--- config.mk ---
export PLATFORM = sky130hd
export DESIGN_NAME = v_wb_sequencer_flat
export DESIGN_NICKNAME = d
export VERILOG_FILES = /design/src/rtl/v_wb_sequencer_if.sv /design/src/rtl/v_wb_sequencer.sv /design/src/flat_wrapper.sv
export SDC_FILE = /design/constraint.sdc
export NUM_CORES = 1
export LEC_CHECK = 0
export ABC_AREA = 1
export BUFFER_PORTS_ARGS = -buffer_cell sky130_fd_sc_hd__buf_2
export CAP_MARGIN = 10
export CORE_AREA = 5 5 449 451
export CTS_CLUSTER_SIZE = 40
export DETAILED_ROUTE_END_ITERATION = 8
export DIE_AREA = 0 0 454 456
export PLACE_DENSITY = 0.3
export SLEW_MARGIN = 20
export SYNTH_ARGS = -nofsm -noshare
export SYNTH_HDL_FRONTEND = slang
export SYNTH_SLANG_ARGS = --single-unit
export TNS_END_PERCENT = 1
--- constraint.sdc ---
create_clock -name clk -period 2.2 [get_ports clk]
set_clock_uncertainty 0.2 [all_clocks]
set_input_delay 0.22 -clock clk [delete_from_list [all_inputs] [get_ports clk]]
set_output_delay 0.22 -clock clk [all_outputs]
set_load 0.03 [all_outputs]
--- src/rtl/v_wb_sequencer_if.sv ---
// Result-side write-back bundle: lane-array capture inputs, VRF write channel, status pulses.
// slave = sequencer, master = control unit / VRF side that drives it.
interface v_wb_sequencer_if #(
    parameter int DW = 128,
    parameter int AW = 5
);
    logic          done;
    logic          is_mul;
    logic [2:0]    lmul;
    logic [AW-1:0] vd;
    logic [DW-1:0] result_valu_1;
    logic [DW-1:0] result_valu_2;
    logic [DW-1:0] result_valu_3;
    logic [DW-1:0] result_valu_4;
    logic [DW-1:0] result_vmul_1;
    logic [DW-1:0] result_vmul_2;
    logic [DW-1:0] result_vmul_3;
    logic [DW-1:0] result_vmul_4;
    logic          vrf_we;
    logic [AW-1:0] vrf_waddr;
    logic [DW-1:0] vrf_wdata;
    logic          vrf_wready;
    logic          busy;
    logic          wb_done;
    logic          err_cfg;
    logic          err_ovr;

    modport slave (
        input  done, is_mul, lmul, vd,
        input  result_valu_1, result_valu_2, result_valu_3, result_valu_4,
        input  result_vmul_1, result_vmul_2, result_vmul_3, result_vmul_4,
        input  vrf_wready,
        output vrf_we, vrf_waddr, vrf_wdata,
        output busy, wb_done, err_cfg, err_ovr
    );

    modport master (
        output done, is_mul, lmul, vd,
        output result_valu_1, result_valu_2, result_valu_3, result_valu_4,
        output result_vmul_1, result_vmul_2, result_vmul_3, result_vmul_4,
        output vrf_wready,
        input  vrf_we, vrf_waddr, vrf_wdata,
        input  busy, wb_done, err_cfg, err_ovr
    );
endinterface

--- src/rtl/v_wb_sequencer.sv ---
// Write-back sequencer: captures four ALU/MUL result groups on a done rise, writes 1/2/4 of them to VRF.
// Latency: first write valid the cycle after start; wb_done the cycle after the last accepted write.
// Backpressure: we/addr/data held until vrf_wready; starts while busy are dropped and flagged on err_ovr.
module v_wb_sequencer #(
    parameter int DW   = 128,
    parameter int NREG = 32,
    parameter int AW   = 5
) (
    input logic             clk,
    input logic             nrst,
    v_wb_sequencer_if.slave io_wb
);
    typedef enum logic [1:0] {
        S_IDLE  = 2'd0,
        S_WRITE = 2'd1,
        S_DONE  = 2'd2
    } state_t;

    state_t        r_state;
    state_t        w_state_nxt;
    logic          r_done_q;
    logic [DW-1:0] r_buf [4];
    logic [AW-1:0] r_base;
    logic [1:0]    r_last;
    logic [1:0]    r_cnt;
    logic          r_err_cfg;
    logic          r_err_ovr;

    logic          w_start;
    logic          w_idle;
    logic          w_accept;
    logic          w_reserved;
    logic          w_misalign;
    logic [1:0]    w_last_in;
    logic [AW:0]   w_sum;
    logic [AW-1:0] w_waddr;
    logic          w_we;
    logic          w_wb_done;
    logic [DW-1:0] w_wdata;

    assign w_start  = io_wb.done & ~r_done_q;
    assign w_idle   = (r_state == S_IDLE);
    assign w_accept = w_we & io_wb.vrf_wready;

    // r_last holds n-1, so it doubles as the alignment mask for vd
    always_comb begin
        w_last_in  = 2'd0;
        w_reserved = 1'b0;
        case (io_wb.lmul)
            3'd0:    w_last_in = 2'd0;
            3'd1:    w_last_in = 2'd1;
            3'd2:    w_last_in = 2'd3;
            default: w_reserved = 1'b1;
        endcase
    end

    assign w_misalign = |(io_wb.vd[1:0] & w_last_in);

    assign w_sum   = {1'b0, r_base} + {{(AW-1){1'b0}}, r_cnt};
    assign w_waddr = (w_sum >= (AW+1)'(NREG)) ? AW'(w_sum - (AW+1)'(NREG)) : AW'(w_sum);

    always_ff @(posedge clk or negedge nrst) begin
        if (!nrst) begin
            r_state <= S_IDLE;
        end else begin
            r_state <= w_state_nxt;
        end
    end

    always_comb begin
        w_state_nxt = r_state;
        w_we        = 1'b0;
        w_wdata     = '0;
        w_wb_done   = 1'b0;
        case (r_state)
            S_IDLE: begin
                if (w_start) w_state_nxt = S_WRITE;
            end
            S_WRITE: begin
                w_we    = 1'b1;
                w_wdata = r_buf[r_cnt];
                if (io_wb.vrf_wready && (r_cnt == r_last)) w_state_nxt = S_DONE;
            end
            S_DONE: begin
                w_wb_done   = 1'b1;
                w_state_nxt = S_IDLE;
            end
            default: w_state_nxt = S_IDLE;
        endcase
    end

    always_ff @(posedge clk or negedge nrst) begin
        if (!nrst) begin
            r_done_q  <= 1'b0;
            r_base    <= '0;
            r_last    <= 2'd0;
            r_cnt     <= 2'd0;
            r_err_cfg <= 1'b0;
            r_err_ovr <= 1'b0;
            for (int i = 0; i < 4; i++) r_buf[i] <= '0;
        end else begin
            r_done_q  <= io_wb.done;
            r_err_cfg <= w_start & w_idle & (w_reserved | w_misalign);
            r_err_ovr <= w_start & ~w_idle;
            if (w_start && w_idle) begin
                r_base <= io_wb.vd;
                r_last <= w_last_in;
                r_cnt  <= 2'd0;
                if (io_wb.is_mul) begin
                    r_buf[0] <= io_wb.result_vmul_1;
                    r_buf[1] <= io_wb.result_vmul_2;
                    r_buf[2] <= io_wb.result_vmul_3;
                    r_buf[3] <= io_wb.result_vmul_4;
                end else begin
                    r_buf[0] <= io_wb.result_valu_1;
                    r_buf[1] <= io_wb.result_valu_2;
                    r_buf[2] <= io_wb.result_valu_3;
                    r_buf[3] <= io_wb.result_valu_4;
                end
            end else if (w_accept && (r_cnt != r_last)) begin
                r_cnt <= r_cnt + 2'd1;
            end
        end
    end

    assign io_wb.vrf_we    = w_we;
    assign io_wb.vrf_waddr = w_we ? w_waddr : '0;
    assign io_wb.vrf_wdata = w_wdata;
    assign io_wb.busy      = ~w_idle;
    assign io_wb.wb_done   = w_wb_done;
    assign io_wb.err_cfg   = r_err_cfg;
    assign io_wb.err_ovr   = r_err_ovr;
endmodule

--- src/flat_wrapper.sv ---
// flat-port wrapper written by rule: the top's interface ports become plain ports
module v_wb_sequencer_flat 
#(
    parameter int DW   = 128,
    parameter int NREG = 32,
    parameter int AW   = 5
)
  (clk, nrst, io_wb_done, io_wb_is_mul, io_wb_lmul, io_wb_vd, io_wb_result_valu_1, io_wb_result_valu_2, io_wb_result_valu_3, io_wb_result_valu_4, io_wb_result_vmul_1, io_wb_result_vmul_2, io_wb_result_vmul_3, io_wb_result_vmul_4, io_wb_vrf_wready, io_wb_vrf_we, io_wb_vrf_waddr, io_wb_vrf_wdata, io_wb_busy, io_wb_wb_done, io_wb_err_cfg, io_wb_err_ovr);
  v_wb_sequencer_if #(.DW(DW), .AW(AW)) io_wb_i ();
  input logic clk;
  input logic nrst;
  input wire logic [$bits(io_wb_i.done)-1:0] io_wb_done;
  input wire logic [$bits(io_wb_i.is_mul)-1:0] io_wb_is_mul;
  input wire logic [$bits(io_wb_i.lmul)-1:0] io_wb_lmul;
  input wire logic [$bits(io_wb_i.vd)-1:0] io_wb_vd;
  input wire logic [$bits(io_wb_i.result_valu_1)-1:0] io_wb_result_valu_1;
  input wire logic [$bits(io_wb_i.result_valu_2)-1:0] io_wb_result_valu_2;
  input wire logic [$bits(io_wb_i.result_valu_3)-1:0] io_wb_result_valu_3;
  input wire logic [$bits(io_wb_i.result_valu_4)-1:0] io_wb_result_valu_4;
  input wire logic [$bits(io_wb_i.result_vmul_1)-1:0] io_wb_result_vmul_1;
  input wire logic [$bits(io_wb_i.result_vmul_2)-1:0] io_wb_result_vmul_2;
  input wire logic [$bits(io_wb_i.result_vmul_3)-1:0] io_wb_result_vmul_3;
  input wire logic [$bits(io_wb_i.result_vmul_4)-1:0] io_wb_result_vmul_4;
  input wire logic [$bits(io_wb_i.vrf_wready)-1:0] io_wb_vrf_wready;
  output wire logic [$bits(io_wb_i.vrf_we)-1:0] io_wb_vrf_we;
  output wire logic [$bits(io_wb_i.vrf_waddr)-1:0] io_wb_vrf_waddr;
  output wire logic [$bits(io_wb_i.vrf_wdata)-1:0] io_wb_vrf_wdata;
  output wire logic [$bits(io_wb_i.busy)-1:0] io_wb_busy;
  output wire logic [$bits(io_wb_i.wb_done)-1:0] io_wb_wb_done;
  output wire logic [$bits(io_wb_i.err_cfg)-1:0] io_wb_err_cfg;
  output wire logic [$bits(io_wb_i.err_ovr)-1:0] io_wb_err_ovr;
  assign io_wb_i.done = io_wb_done;
  assign io_wb_i.is_mul = io_wb_is_mul;
  assign io_wb_i.lmul = io_wb_lmul;
  assign io_wb_i.vd = io_wb_vd;
  assign io_wb_i.result_valu_1 = io_wb_result_valu_1;
  assign io_wb_i.result_valu_2 = io_wb_result_valu_2;
  assign io_wb_i.result_valu_3 = io_wb_result_valu_3;
  assign io_wb_i.result_valu_4 = io_wb_result_valu_4;
  assign io_wb_i.result_vmul_1 = io_wb_result_vmul_1;
  assign io_wb_i.result_vmul_2 = io_wb_result_vmul_2;
  assign io_wb_i.result_vmul_3 = io_wb_result_vmul_3;
  assign io_wb_i.result_vmul_4 = io_wb_result_vmul_4;
  assign io_wb_i.vrf_wready = io_wb_vrf_wready;
  assign io_wb_vrf_we = io_wb_i.vrf_we;
  assign io_wb_vrf_waddr = io_wb_i.vrf_waddr;
  assign io_wb_vrf_wdata = io_wb_i.vrf_wdata;
  assign io_wb_busy = io_wb_i.busy;
  assign io_wb_wb_done = io_wb_i.wb_done;
  assign io_wb_err_cfg = io_wb_i.err_cfg;
  assign io_wb_err_ovr = io_wb_i.err_ovr;
  v_wb_sequencer #(.DW(DW), .NREG(NREG), .AW(AW)) u_core (.clk(clk), .nrst(nrst), .io_wb(io_wb_i));
endmodule
==> impl_metrics.tcl <==
set metrics [dict create \
    status "finished, violations left" \
    violations "setup timing" \
    syn_area_um2 28630 \
    p_leak_nw 25.44 \
    fin_crit_sh 1.303 \
    routed_via_density 4.147 \
    n_fill_cell 21490 \
    ant_nets 0 \
    die_y_um 456 \
    ios 1175 \
    netlist_instances 3883 \
    ir_drop_mv 0.5321 \
    worstPathArrival_ns 2.45 \
    die_x_um 454 \
    initial_utilization 0.1455 \
    synth.area.top_cells "dfrtp_1, nor2_1, o31ai_1, nand2_1, o21ai_0" \
    clk_latency_ns 0.69 \
    ys_top_cells_by_count "nor2_1, nand2_1, dfrtp_1, o31ai_1, o21ai_0" \
    cts_tree "done" \
    htree_levels 3 \
    grt_pass1_vias 39970 \
    core_um2 196800 \
    ys_async_sr_fraction 1.000 \
    rows 163 \
    synth-seq-area-share 0.4597 \
    synth_edf_count 0 \
    grt_max_degree 102 \
    setup_violations 134 \
    drv_slew 0 \
    wl_per_cell_um 21.48 \
    yosysTopAreaCellShare 0.4597 \
    drc 0 \
    relSlewSlack 0.5564 \
    ys_ff_latch 526 \
    drt_iter0_drc 2451 \
    clk_path_buf_depth 3 \
    dpl.hpwl_um 139600 \
    critPathCaptureType "output port" \
    grt_pass1_wl_um 271500 \
    yosysTopAreaCell "dfrtp_1" \
    grt-ovfl-total 0 \
    finalInstanceArea_um2 54850 \
    numPortBuffers 1174 \
    die-area_um2 207000 \
    yosysWarningCount 0 \
    drt-pass1-iter-count 6 \
    rsz0062_at_grt "true" \
    finalWeightedCongestion 0.8535 \
    setup_slack_ns -0.6674 \
    hp-class "in -> reg" \
    route.vias.total 37070 \
    max_freq_mhz 348.8 \
    cts_buffers 78 \
    synth_most_common_cell "nor2_1" \
    synth.distinct_cells 24 \
    power_per_cell_area_nw_per_um2 1047 \
    wl_um 192000 \
    root_buffer "clkbuf_16" \
    syn_avg_cell_area_um2 7.374 \
    clkTransAtPathRegs_ns 0.06 \
    synth_nets 4923 \
    postPlaceCellArea_um2 38860 \
    hold_viol 0 \
    antenna_found_initial 17 \
    cp-start-kind "register" \
    grt_usage 0.1762 \
    drive_gt1_frac 0.2559 \
    power.total_w 0.05743 \
    path_class "reg -> out" \
    nets 7265 \
    worst_slew_pin_slew_ns 0.6655 \
    required_ns 1.78 \
    clock-sinks 526 \
    maxCapViolCount 0 \
    cp_max_fo 10 \
    r2r_slack_ns 0.22 \
    fin_crit_ns 2.867 \
    area_growth_pct 91.55 \
    synth_ff_type "dfrtp_1" \
    final_util 0.2787 \
]
[repair_timing]
item	CTS	global route
pin swaps	35	53
buffers inserted	3	4
cloned	4	9
endpoints found under the setup margin	136	138
endpoints found under the hold margin	1052	0
hold buffers	1194	0
resized for setup	218	194
[routing by layer]
metal / GRT usage / routed length (µm) / vias to the layer above
met5: 0 / 47 / -
met4: 0.08351 / 9473 / 6
met3: 0.02729 / 9688 / 333
met2: 0.3085 / 93940 / 1260
met1: 0.2099 / 78880 / 17800
li1: - / - / 17670
[worst paths after layout]
check | end | cells after the start | start
worst max register to register | u_core.r_buf[458]$_DFFE_PN0P_ | 5 | u_core.r_state[0]$_DFFE_PN0P_
max in group asynchronous | u_core.r_buf[256]$_DFFE_PN0P_ | 4 | nrst
worst min-delay path | u_core.r_buf[351]$_DFFE_PN0P_ | 5 | io_wb_is_mul
worst min register to register | u_core.io_wb.err_ovr$_DFF_PN0_ | 1 | u_core.r_done_q$_DFF_PN0_
min in group asynchronous | u_core.r_buf[225]$_DFFE_PN0P_ | 3 | nrst
worst max-delay path | io_wb_vrf_wdata[16] | 8 | u_core.r_cnt[0]$_DFFE_PN0P_
[stage by stage]
stage / cells / setup TNS (ns) / worst slack, ns / hold slack (ns)
4_1_cts: 8911 / -98.40 / -0.8528 / 0.001057
3_3_place_gp: 7571 / -2.940 / -0.1661 / -0.01939
2_1_floorplan: 3883 / 0 / 0.009628 / -0.2756
5_1_grt: 8938 / -92.29 / -0.7871 / 0.05467
6_report: 8939 / -72.24 / -0.6674 / 0.05330
3_5_place_dp: 7571 / -3.566 / -0.1527 / -0.01656
[registers in the layout, indices dropped and copies added, names as in the netlist]
| register | flops |
|---|---|
| u_core.io_wb.err_cfg | 1 |
| u_core.r_cnt | 2 |
| u_core.r_state | 2 |
| u_core.io_wb.err_ovr | 1 |
| u_core.r_last | 2 |
| u_core.r_done_q | 1 |
| u_core.r_base | 5 |
| u_core.r_buf | 512 |
[layout by cell type (no fill, tap or decap), types with 12 or more instances in the layout]
| cell | synthesis | layout |
|---|---|---|
| dfrtp_1 | 526 | 523 |
| clkbuf_8 | 0 | 24 |
| buf_12 | 0 | 86 |
| a21oi_2 | 0 | 44 |
| dlygate4sd3_1 | 0 | 1193 |
| nor2_1 | 1546 | 1537 |
| clkbuf_16 | 0 | 88 |
| clkbuf_1 | 55 | 20 |
| diode_2 | 0 | 15 |
| o21ai_2 | 0 | 23 |
| o21ai_1 | 12 | 94 |
| a21oi_1 | 131 | 86 |
| o31ai_1 | 512 | 512 |
| buf_2 | 254 | 1042 |
| inv_1 | 16 | 12 |
| o21ai_0 | 255 | 150 |
| buf_6 | 3 | 51 |
| nand2_1 | 541 | 540 |
| buf_4 | 13 | 189 |
[kinds of logic after synthesis]
family,count (synthesis),share of synthesized area
AND/OR/NAND/NOR,2096,0.2755
AO/OA/AOI/OAI,911,0.2040
adder cells (fa/ha/maj),3,0.001573
buffers and inverters,347,0.05921
flip-flops,526,0.4597
[critical path, stage by stage (launching register included)]
cell       delay (ns)
dfrtp_4          0.50
buf_12           0.18
buf_8            0.15
clkbuf_16        0.18
nor2_1           0.12
nor2_1           0.05
o21ai_1          0.21
a21oi_1          0.15
buf_4            0.20
[where the power goes]
group	switching (W)	internal, W	leakage [nW]
sequential	0.00341	0.0143	6.49
clock	0.00528	0.00770	1.26
combinational	0.0155	0.0112	17.7
[layout make-up]
type                    instances  area, µm²  share of cell area
repair buffers               2589      21530              0.3925
multi-input cells            3010      14110              0.2573
flip-flops and latches        526      13170              0.2401
well taps                    2640       3303             0.06022
clock buffers                 124       2407             0.04389
clock inverters                15      150.1            0.002737
inverters                      19      125.1            0.002281
diodes                         15      37.54           0.0006844
repair inverters                1      11.26           0.0002053
Power figures use the tool's default switching activity.
